<file path="src/rtl/pulse_seq_pkg.sv">
// ============================================================================
// pulse_seq_pkg : shared types, defaults and window compare for pulse_seq
// Rev 1.0
// ============================================================================
`default_nettype none

package pulse_seq_pkg;

    localparam int DEF_CNT_W = 32;
    localparam int DEF_ATT_W = 7;
    // Wide enough for any CNT_W up to 63 plus its carry bit.
    localparam int WIN_W     = 65;

    typedef enum logic [0:0] {
        IDLE = 1'b0,
        RUN  = 1'b1
    } state_e;

    function automatic logic win_hit(input logic [WIN_W-1:0] lo,
                                     input logic [WIN_W-1:0] hi,
                                     input logic [WIN_W-1:0] x);
        return (x >= lo) && (x < hi);
    endfunction

endpackage

`default_nettype wire

</file>
<file path="src/rtl/pulse_train_gen.sv">
// ============================================================================
// pulse_train_gen : running-edge refocusing train following the seed slot
// Rev 1.0
// ============================================================================
`default_nettype none

module pulse_train_gen #(
    parameter int CNT_W = 32,
    parameter int TRN_W = 8
) (
    input  logic             clk_i,
    input  logic             rst_ni,
    input  logic             run_i,
    input  logic [CNT_W-1:0] cnt_i,
    input  logic             en_i,
    input  logic [CNT_W-1:0] start_i,
    input  logic [CNT_W-1:0] width_i,
    input  logic [CNT_W-1:0] space_i,
    input  logic [TRN_W-1:0] reps_i,
    output logic             hit_o
);

    localparam int PW = CNT_W + 2;

    logic [PW-1:0]    rise_q;
    logic [PW-1:0]    fall_q;
    logic [TRN_W-1:0] nrise_q;
    logic [TRN_W-1:0] nfall_q;

    logic             armed_d;
    logic             live_d;
    logic             rise_d;
    logic             fall_d;
    logic [TRN_W:0]   up_d;
    logic [TRN_W:0]   dn_d;

    assign armed_d = en_i && (reps_i != '0) && (space_i != '0) && (width_i != '0);
    assign live_d  = armed_d && (cnt_i != '0);

    // Overlapping repetitions are tracked as rises-seen minus falls-seen, so a
    // merged train stays high while any repetition still covers the tick.
    assign rise_d = live_d && (rise_q == {2'b00, cnt_i}) && (nrise_q < reps_i);
    assign fall_d = live_d && (fall_q == {2'b00, cnt_i}) && (nfall_q < nrise_q);

    assign up_d  = {1'b0, nrise_q} + {{TRN_W{1'b0}}, rise_d};
    assign dn_d  = {1'b0, nfall_q} + {{TRN_W{1'b0}}, fall_d};
    assign hit_o = live_d && (up_d > dn_d);

    always_ff @(posedge clk_i or negedge rst_ni) begin
        if (!rst_ni) begin
            rise_q  <= '0;
            fall_q  <= '0;
            nrise_q <= '0;
            nfall_q <= '0;
        end else if (run_i) begin
            if (cnt_i == '0) begin
                rise_q  <= {2'b00, start_i} + {2'b00, space_i};
                fall_q  <= {2'b00, start_i} + {2'b00, space_i} + {2'b00, width_i};
                nrise_q <= '0;
                nfall_q <= '0;
            end else begin
                if (rise_d) begin
                    rise_q  <= rise_q + {2'b00, space_i};
                    nrise_q <= nrise_q + TRN_W'(1);
                end
                if (fall_d) begin
                    fall_q  <= fall_q + {2'b00, space_i};
                    nfall_q <= nfall_q + TRN_W'(1);
                end
            end
        end
    end

endmodule

`default_nettype wire

</file>
<file path="src/rtl/pulse_seq.sv">
// ============================================================================
// pulse_seq : NSLOT-slot pulse sequencer with train, sync, attenuator, blanking
// Rev 1.0
// ============================================================================
`default_nettype none

module pulse_seq
    import pulse_seq_pkg::*;
#(
    parameter int CNT_W = DEF_CNT_W,
    parameter int NSLOT = 4,
    parameter int ATT_W = DEF_ATT_W,
    parameter int TRN_W = 8
) (
    input  logic                   clk_pll,
    input  logic                   resetn,
    input  logic                   enable,
    input  logic [CNT_W-1:0]       period,
    input  logic [CNT_W-1:0]       sync_width,
    input  logic [NSLOT*CNT_W-1:0] slot_start,
    input  logic [NSLOT*CNT_W-1:0] slot_width,
    input  logic [NSLOT-1:0]       slot_en,
    input  logic [TRN_W-1:0]       train_n,
    input  logic [CNT_W-1:0]       train_space,
    input  logic [ATT_W-1:0]       att_pump,
    input  logic [ATT_W-1:0]       att_probe,
    input  logic [CNT_W-1:0]       att_lo,
    input  logic [CNT_W-1:0]       att_hi,
    input  logic                   block_en,
    input  logic [CNT_W-1:0]       blank_lo,
    input  logic [CNT_W-1:0]       blank_hi,
    output logic                   sync_on,
    output logic                   pulse_on,
    output logic [NSLOT-1:0]       pulse_ch,
    output logic [ATT_W-1:0]       att1,
    output logic                   inhib,
    output logic                   cycle_start,
    output logic                   busy
);

    function automatic logic [WIN_W-1:0] ext(input logic [CNT_W:0] v);
        return {{(WIN_W-CNT_W-1){1'b0}}, v};
    endfunction

    state_e                 state_q;
    logic [CNT_W-1:0]       cnt_q;

    logic [CNT_W-1:0]       per_q;
    logic [CNT_W-1:0]       syncw_q;
    logic [NSLOT*CNT_W-1:0] sst_q;
    logic [NSLOT*CNT_W-1:0] swd_q;
    logic [NSLOT-1:0]       sen_q;
    logic [TRN_W-1:0]       tn_q;
    logic [CNT_W-1:0]       tsp_q;
    logic [ATT_W-1:0]       apu_q;
    logic [ATT_W-1:0]       apr_q;
    logic [CNT_W-1:0]       alo_q;
    logic [CNT_W-1:0]       ahi_q;
    logic                   ben_q;
    logic [CNT_W-1:0]       blo_q;
    logic [CNT_W-1:0]       bhi_q;

    logic                   sync_on_q;
    logic                   pulse_on_q;
    logic [NSLOT-1:0]       pulse_ch_q;
    logic [ATT_W-1:0]       att1_q;
    logic                   inhib_q;
    logic                   cycle_start_q;
    logic                   busy_q;

    logic                   wrap_d;
    logic                   latch_d;
    logic [WIN_W-1:0]       cnt_x_d;
    logic [NSLOT-1:0]       slot_hit_d;
    logic                   train_hit_d;
    logic [NSLOT-1:0]       pulse_ch_d;
    logic                   sync_d;
    logic                   probe_d;
    logic                   blank_d;

    assign wrap_d  = (cnt_q == per_q);
    assign latch_d = (state_q == IDLE) ? enable : wrap_d;
    assign cnt_x_d = ext({1'b0, cnt_q});

    for (genvar k = 0; k < NSLOT; k++) begin : g_slot
        logic [CNT_W:0] end_d;
        assign end_d = {1'b0, sst_q[k*CNT_W +: CNT_W]} + {1'b0, swd_q[k*CNT_W +: CNT_W]};
        assign slot_hit_d[k] = sen_q[k] &&
                               win_hit(ext({1'b0, sst_q[k*CNT_W +: CNT_W]}), ext(end_d), cnt_x_d);
    end

    pulse_train_gen #(
        .CNT_W (CNT_W),
        .TRN_W (TRN_W)
    ) u_train (
        .clk_i   (clk_pll),
        .rst_ni  (resetn),
        .run_i   (state_q == RUN),
        .cnt_i   (cnt_q),
        .en_i    (sen_q[NSLOT-1]),
        .start_i (sst_q[(NSLOT-1)*CNT_W +: CNT_W]),
        .width_i (swd_q[(NSLOT-1)*CNT_W +: CNT_W]),
        .space_i (tsp_q),
        .reps_i  (tn_q),
        .hit_o   (train_hit_d)
    );

    always_comb begin
        pulse_ch_d            = slot_hit_d;
        pulse_ch_d[NSLOT-1]   = slot_hit_d[NSLOT-1] | train_hit_d;
    end

    assign sync_d  = win_hit('0, ext({1'b0, syncw_q}), cnt_x_d);
    assign probe_d = win_hit(ext({1'b0, alo_q}), ext({1'b0, ahi_q}), cnt_x_d);
    assign blank_d = win_hit(ext({1'b0, blo_q}), ext({1'b0, bhi_q}), cnt_x_d);

    // Shadows only move at the cycle boundary so a host write never splits a cycle.
    always_ff @(posedge clk_pll or negedge resetn) begin
        if (!resetn) begin
            per_q   <= '0;
            syncw_q <= '0;
            sst_q   <= '0;
            swd_q   <= '0;
            sen_q   <= '0;
            tn_q    <= '0;
            tsp_q   <= '0;
            apu_q   <= '0;
            apr_q   <= '0;
            alo_q   <= '0;
            ahi_q   <= '0;
            ben_q   <= 1'b0;
            blo_q   <= '0;
            bhi_q   <= '0;
        end else if (latch_d) begin
            per_q   <= (period == '0) ? CNT_W'(1) : period;
            syncw_q <= sync_width;
            sst_q   <= slot_start;
            swd_q   <= slot_width;
            sen_q   <= slot_en;
            tn_q    <= train_n;
            tsp_q   <= train_space;
            apu_q   <= att_pump;
            apr_q   <= att_probe;
            alo_q   <= att_lo;
            ahi_q   <= att_hi;
            ben_q   <= block_en;
            blo_q   <= blank_lo;
            bhi_q   <= blank_hi;
        end
    end

    always_ff @(posedge clk_pll or negedge resetn) begin
        if (!resetn) begin
            state_q       <= IDLE;
            cnt_q         <= '0;
            sync_on_q     <= 1'b0;
            pulse_on_q    <= 1'b0;
            pulse_ch_q    <= '0;
            att1_q        <= '0;
            inhib_q       <= 1'b0;
            cycle_start_q <= 1'b0;
            busy_q        <= 1'b0;
        end else begin
            if (state_q == RUN) begin
                sync_on_q     <= sync_d;
                pulse_ch_q    <= pulse_ch_d;
                pulse_on_q    <= |pulse_ch_d;
                att1_q        <= probe_d ? apr_q : apu_q;
                inhib_q       <= ben_q && !blank_d;
                cycle_start_q <= (cnt_q == '0);
                busy_q        <= 1'b1;
            end else begin
                sync_on_q     <= 1'b0;
                pulse_ch_q    <= '0;
                pulse_on_q    <= 1'b0;
                att1_q        <= att_pump;
                inhib_q       <= 1'b0;
                cycle_start_q <= 1'b0;
                busy_q        <= 1'b0;
            end

            case (state_q)
                IDLE: begin
                    if (enable) begin
                        state_q <= RUN;
                        cnt_q   <= '0;
                    end
                end
                RUN: begin
                    if (wrap_d) begin
                        cnt_q <= '0;
                        if (!enable) begin
                            state_q <= IDLE;
                        end
                    end else begin
                        cnt_q <= cnt_q + CNT_W'(1);
                    end
                end
                default: state_q <= IDLE;
            endcase
        end
    end

    assign sync_on     = sync_on_q;
    assign pulse_on    = pulse_on_q;
    assign pulse_ch    = pulse_ch_q;
    assign att1        = att1_q;
    assign inhib       = inhib_q;
    assign cycle_start = cycle_start_q;
    assign busy        = busy_q;

endmodule

`default_nettype wire

</file>
<file path="config.mk">
export PLATFORM = sky130hd
export DESIGN_NAME = pulse_seq
export DESIGN_NICKNAME = d
export VERILOG_FILES = /design/src/rtl/pulse_seq_pkg.sv /design/src/rtl/pulse_train_gen.sv /design/src/rtl/pulse_seq.sv
export SDC_FILE = /design/constraint.sdc
export NUM_CORES = 2
export LEC_CHECK = 0
export BUFFER_PORTS_ARGS = -buffer_cell sky130_fd_sc_hd__buf_2
export CAP_MARGIN = 25
export CORE_UTILIZATION = 59
export CTS_CLUSTER_DIAMETER = 120
export DETAILED_ROUTE_END_ITERATION = 6
export PLACE_DENSITY = 0.84
export SLEW_MARGIN = 5
export SYNTH_ARGS = -nofsm -noshare
export SYNTH_HDL_FRONTEND = slang
export SYNTH_HIERARCHICAL = 1
export SYNTH_SLANG_ARGS = --single-unit
</file>
<file path="constraint.sdc">
create_clock -name clk_pll -period 13.88 [get_ports clk_pll]
set_clock_uncertainty 0.2 [all_clocks]
set_input_delay 0.694 -clock clk_pll [delete_from_list [all_inputs] [get_ports clk_pll]]
set_output_delay 0.694 -clock clk_pll [all_outputs]
set_load 0.01 [all_outputs]
</file>
## Word level (Yosys, flattened, before mapping)

Index checks and enable logic that the tools add are counted.

- Add/sub/neg operators: 13
- Multiply operators: 0
- Divide/modulo/power cells: 0
- Magnitude comparators: 17
- Eq/ne operators: 4
- Shift-type cells: 0
- Multiplexer cells: 24
- Bitwise gates (word level): 2
- Reduce and logical (&&, ||, !) cells: 33

Operators by type and width:

| cell | number |
|---|---|
| 32-bit greater-or-equal comparator | 6 |
| 32-bit by 32-bit adder with 33-bit output | 5 |
| 34-bit two-way mux | 4 |
| 32-bit by 33-bit less-than comparator with 1-bit output | 4 |
| 34-bit by 32-bit adder with 34-bit output | 3 |
| 32-bit less-than comparator | 3 |
| 32-bit two-way mux | 3 |
| 32-bit nonzero test | 3 |
| 34-bit by 32-bit == test with 1-bit output | 2 |
| 32-bit logical NOT | 2 |
| 32-bit case mux with 2 select lines | 1 |
| 32-bit by 1-bit adder with 32-bit output (second input constant) | 1 |
| 32-bit == test | 1 |
| 32-bit by 1-bit greater-or-equal comparator with 1-bit output (second input constant) | 1 |
| 8-bit two-way mux | 4 |
| 1-bit logical AND | 21 |
| 8-bit by 1-bit adder with 9-bit output | 2 |
| 8-bit by 1-bit adder with 8-bit output (second input constant) | 2 |
| 8-bit less-than comparator | 2 |
| 7-bit two-way mux | 2 |
| 9-bit > comparator | 1 |
| 1-bit two-way mux | 8 |
| 8-bit nonzero test | 1 |
| 4-bit two-way mux | 1 |
| 8 further kinds | 10 |

- Register bits: 640
- Latch bits: 0
- RAM bits: 0
- Memory bits (read-only): 0
- Input bits: 510
- Memories: 0

## Depth between registers and ports, before layout

- Depth in word-level cells: 13
- Mapped depth: 24
- Depth with buffers taken out: 24

## Modules after synthesis

Netlist, hierarchy kept.

Modules (own cells, without submodules):

| module | times used | cells each | area an instance (µm²) |
|---|---|---|---|
| pulse_seq | 1 | 3,857 | 36,995.5 |
| pulse_train_gen | 1 | 1,564 | 12,082.8 |

## Worst setup path before layout

OpenSTA, ideal clock, no wires.

- Path kind: flip-flop to flip-flop
- From: reg u_train.nrise_q[7]
- To: reg pulse_on_q (netlist: pulse_on)
- Setup time: 0.139 ns
- Arrival time: 4.759 ns
- Required time: 13.541 ns
- Setup slack: 8.783 ns
- Stages on the path, launching flop included: 23
- Path buffers: 0
- Period minus slack after synthesis: 5.097 ns
- Cells stage by stage: dfrtp_1 > ha_1 > a2111oi_2 > nand3_1 > nor4_1 > nand4_1 > a211oi_2 > ha_1 > ha_1 > ha_1 > nor2b_1 > o21a_1 > o21a_1 > o21a_1 > o21a_1 > o21a_1 > o21a_1 > o21ai_0 > a211oi_1 > nor4_1 > o311ai_1 > and3_1 > or4_1

- Word-level cells in the longest chain between the ends: 8
- Elaborated cells between the ends (all ways): 11

Ends and longest elaborated chain:

| what | line | source |
|---|---|---|
| from (decl) | pulse_train_gen.sv:27 | `logic [TRN_W-1:0] nrise_q;` |
| from (signal assigned) | pulse_train_gen.sv:64 | `nrise_q <= nrise_q + TRN_W'(1);` |
| 8-bit less-than comparator, on equally long branches | pulse_train_gen.sv:42, pulse_train_gen.sv:43 |  |
| 1-bit logical AND, on equally long branches | pulse_train_gen.sv:42, pulse_train_gen.sv:43 |  |
| 8-bit by 1-bit adder with 9-bit output, on equally long branches | pulse_train_gen.sv:45, pulse_train_gen.sv:46 |  |
| 9-bit > comparator * | pulse_train_gen.sv:47 | `assign hit_o = live_d && (up_d > dn_d);` |
| 1-bit logical AND * | pulse_train_gen.sv:47 |  |
| net train_hit_d | pulse_seq.sv:75 | `logic train_hit_d;` |
| 1-bit bitwise OR * | pulse_seq.sv:110 | `pulse_ch_d[NSLOT-1] = slot_hit_d[NSLOT-1] \| train_hit_d;` |
| 4-bit OR reduction * | pulse_seq.sv:167 | `pulse_on_q <= \|pulse_ch_d;` |
| 1-bit two-way mux * | pulse_seq.sv:164 | `if (state_q == RUN) begin` |
| to (signal assigned) | pulse_seq.sv:167 |  |
| to (decl) | pulse_seq.sv:64 | `logic pulse_on_q;` |

The timed path passes the listed nets; every way through them passes the cells marked *.
A chain may end at the register's enable or synchronous reset.

## Final worst setup path

- From: reg cnt_q[26]
- To: reg pulse_on_q (netlist: pulse_on)

- Word-level cells in the longest chain between the ends: 10
- Elaborated cells between the ends (all ways): 31

Ends and longest elaborated chain:

| what | line | source |
|---|---|---|
| from (decl) | pulse_seq.sv:46 | `logic [CNT_W-1:0] cnt_q;` |
| from (signal assigned) | pulse_seq.sv:196 | `cnt_q <= cnt_q + CNT_W'(1);` |
| 32-bit nonzero test | pulse_train_gen.sv:38 | `assign live_d = armed_d && (cnt_i != '0);` |
| 1-bit logical AND | pulse_train_gen.sv:38 |  |
| 1-bit logical AND, on equally long branches (2 in series) | pulse_train_gen.sv:42, pulse_train_gen.sv:43 |  |
| 8-bit by 1-bit adder with 9-bit output, on equally long branches | pulse_train_gen.sv:45, pulse_train_gen.sv:46 |  |
| 9-bit > comparator | pulse_train_gen.sv:47 |  |
| 1-bit logical AND * | pulse_train_gen.sv:47 |  |
| net train_hit_d | pulse_seq.sv:75 |  |
| 1-bit bitwise OR * | pulse_seq.sv:110 |  |
| 4-bit OR reduction * | pulse_seq.sv:167 |  |
| 1-bit two-way mux * | pulse_seq.sv:164 |  |

Marked as above.

==> metrics.cfg <==
[yosys]
syn_inst = 5421
avgSynthCellArea_um2 = 9.05
synth.ff_latch_count = 640
synth_edf_count = 0
synth_top_area_share_pct = 32.6
yosysTopAreaCell = dfrtp_1
synth_cell_type_count = 96
ys_async_sr_fraction_pct = 100
synth_common_cells = ha_1, dfrtp_1, o21ai_0
ys.warnings.count = 6
synth_ff_type = dfrtp_1
yosysMostFrequentCell = ha_1
syn_nets = 6637
ys_seq_area_share_pct = 32.6
synthTopCellsByArea = dfrtp_1, ha_1, o21ai_0, mux2_2, nand2_1
synth.cell_area_um2 = 49100

[floorplanning]
core-area_um2 = 82200
rows = 105
io_pins = 526
dieWidth_um = 290
die_h_um = 290
start_util_pct = 59.7
die_area_um2 = 84300

[placement]
hpwl_um = 123000
place_inst = 6911
dp_slack_ns = 7.53
portBuffers = 525
place.gp.congestion = 1.02

[timing]
drv_slew = 0
setup_tns_ns = 0
tightest_slew_ns = 1.04
worst_slack_ns = 7.41
hold_violations = 0
rsz0062_at_grt = false
setup_violations = 0
finalCritPeriodShare_pct = 46.6
clock.fmax_mhz = 155
finalCriticalPeriod_ns = 6.47
slew-limit-headroom_pct = 30.7

[worst_setup_path]
endpoint_kind = register
critPathBufInv = 1
worst-setup-path-type = register to register
critPathLaunchType = register
cp_common_cell = o21a_1
crit_fanout = 75
worstPathRequired_ns = 14.21
path_delay_family = simple AND/OR/NAND/NOR gates
worstPathCellList = nor4_1, nand4_1, nor2_4, buf_4, or4_4, a211oi_2, ha_1, ha_1, ha_1, nor2b_1, o21a_1, o21a_1, o21a_1, o21a_1, o21a_1, o21a_1, o21ai_0, a211oi_1, nor4_1, o311ai_1, and3_1, or4_1
critPathArrivalTime_ns = 6.79
slowest_stage = dfrtp_2
cp_slowest_stage_delay_ns = 0.97

[clocking]
postCtsSetupBuffers = 0
clockBufferDepth = 3
cts-root-buf = clkbuf_16
clk_pin_slew_worst_paths_ns = 0.07
cts_tree = done
cts.sinks = 640
numCtsBuffers = 75
cts-htree-levels = 3
insertion_delay_ns = 0.66

[global_routing]
grt_pass1_wl_um = 252000
grt_pass1_vias = 44127
antenna_found_initial = 17
overflow = 0
grt_usage_pct = 38.5
grt_max_degree = 220

[power]
vdd_drop_max_v = 0.0000892
power_w = 0.00406
power_density_nw_per_um2 = 73.2
leakagePower_nw = 29.9

[cells_and_area]
fin_cells = 7062
n_fill_cell = 6444
drive_gt1_share_pct = 16.5
area_growth_pct = 13.1
postLayoutCoreUtil_pct = 67.5
nets = 7139

[route]
wl_per_cell_um = 23.4
avgViaCountPerCell = 6.40
num_vias = 45214
drt.antenna.violating_nets = 0
firstDrtPassIters = 6
drt_wl_total_um = 166000
drc = 0
first_iter_violations = 4257

[worst_hold_path]
hp-class = primary input to register

[outcome]
status = complete, no violations

[run]
maxCapViolations = 0

layer usage:
metal | vias to the layer above | global-route usage [%] | routed length, µm
met1 | 21587 | 50.6 | 67000
met2 | 2393 | 57.8 | 70400
li1 | 20659 | - | -
met5 | - | 0 | 122
met4 | 18 | 24.4 | 11900
met3 | 557 | 8.18 | 16200
path summary, 6_finish.rpt:
kind / from / slack (ns) / cells past startpoint / to
max reg2reg: cnt_q[26] / 7.41 / 22 / pulse_on
min in group asynchronous: resetn / 0.42 / 2 / att1[6]
max: cnt_q[26] / 7.41 / 22 / pulse_on
max in group asynchronous: resetn / 10.09 / 5 / cnt_q[2]
min reg2reg: apu_q[1] / 0.30 / 1 / apu_q[1]
min: att_hi[9] / 0.04 / 3 / ahi_q[9]
sequential cells by signal (all words and copies together), names as in the netlist, 34 cells and up:
register and count:
sst_q 128, swd_q 128, u_train/fall_q 34, u_train/rise_q 34
what timing repair did:
action	4_1_cts	5_1_grt
gates resized for setup	0	0
hold endpoints to repair	94	0
hold buffers	1	0
final cells by class:
| class | instances | area (µm²) | share of cell area (%) |
|---|---|---|---|
| multi-input combinational | 4240 | 31000 | 55.8 |
| timing repair buffer | 580 | 3150 | 5.67 |
| antenna | 11 | 27.5 | 0.0496 |
| clock buffer | 111 | 2190 | 3.94 |
| tap | 1070 | 1340 | 2.41 |
| sequential | 640 | 16000 | 28.9 |
| inverter | 386 | 1450 | 2.61 |
| clock inverter | 24 | 328 | 0.591 |
where the power goes:
part | total (W) | switching, W | internal [W]
registers | 0.00187 | 0 | 0.00187
logic | 0.000140 | 0.0000842 | 0.0000558
clock network | 0.00206 | 0.000850 | 0.00121
total | 0.00406 | 0.000934 | 0.00313
worst min-delay path, delay by kind of cell:
kind | cells | cell delay [ns]
AOI/OAI and AO/OA | 1 | 0.06
buffers and inverters | 1 | 0.08
and+or+nand+nor | 1 | 0.03
per-stage QoR:
step | area [µm²] | hold slack [ns]
global route | 55500 | 0.0385
finish | 55500 | 0.0353
global placement | 52800 | 0.281
CTS | 55400 | 0.0180
detailed placement | 52900 | 0.292
floorplan | 49100 | 0.193
cells in the final DEF, fill, tap and decap left out, types with 58 or more instances in the layout:
| cell | instances |
|---|---|
| a211oi_1 | 58 |
| a21o_1 | 247 |
| a21oi_1 | 352 |
| buf_2 | 524 |
| clkbuf_16 | 78 |
| dfrtp_1 | 615 |
| ha_1 | 698 |
| inv_1 | 386 |
| mux2_2 | 227 |
| nand2_1 | 512 |
| nand2b_1 | 76 |
| nand3_1 | 100 |
| nand4_1 | 112 |
| nor2_1 | 255 |
| nor4_1 | 70 |
| o21ai_0 | 557 |
| xnor2_1 | 172 |
| xor2_1 | 154 |
cells by family after synthesis:
kind of cell | count (synthesis) | synth area share, %
buffers and inverters | 541 | 4.32
DFF | 640 | 32.6
muxes | 239 | 5.45
xor gates and xnor gates | 326 | 5.82
AOI/OAI and AO/OA | 1586 | 20.0
adders and majority gates | 706 | 18.1
and+or+nand+nor | 1383 | 13.6
Note: power is estimated with default switching activity, not from simulation.
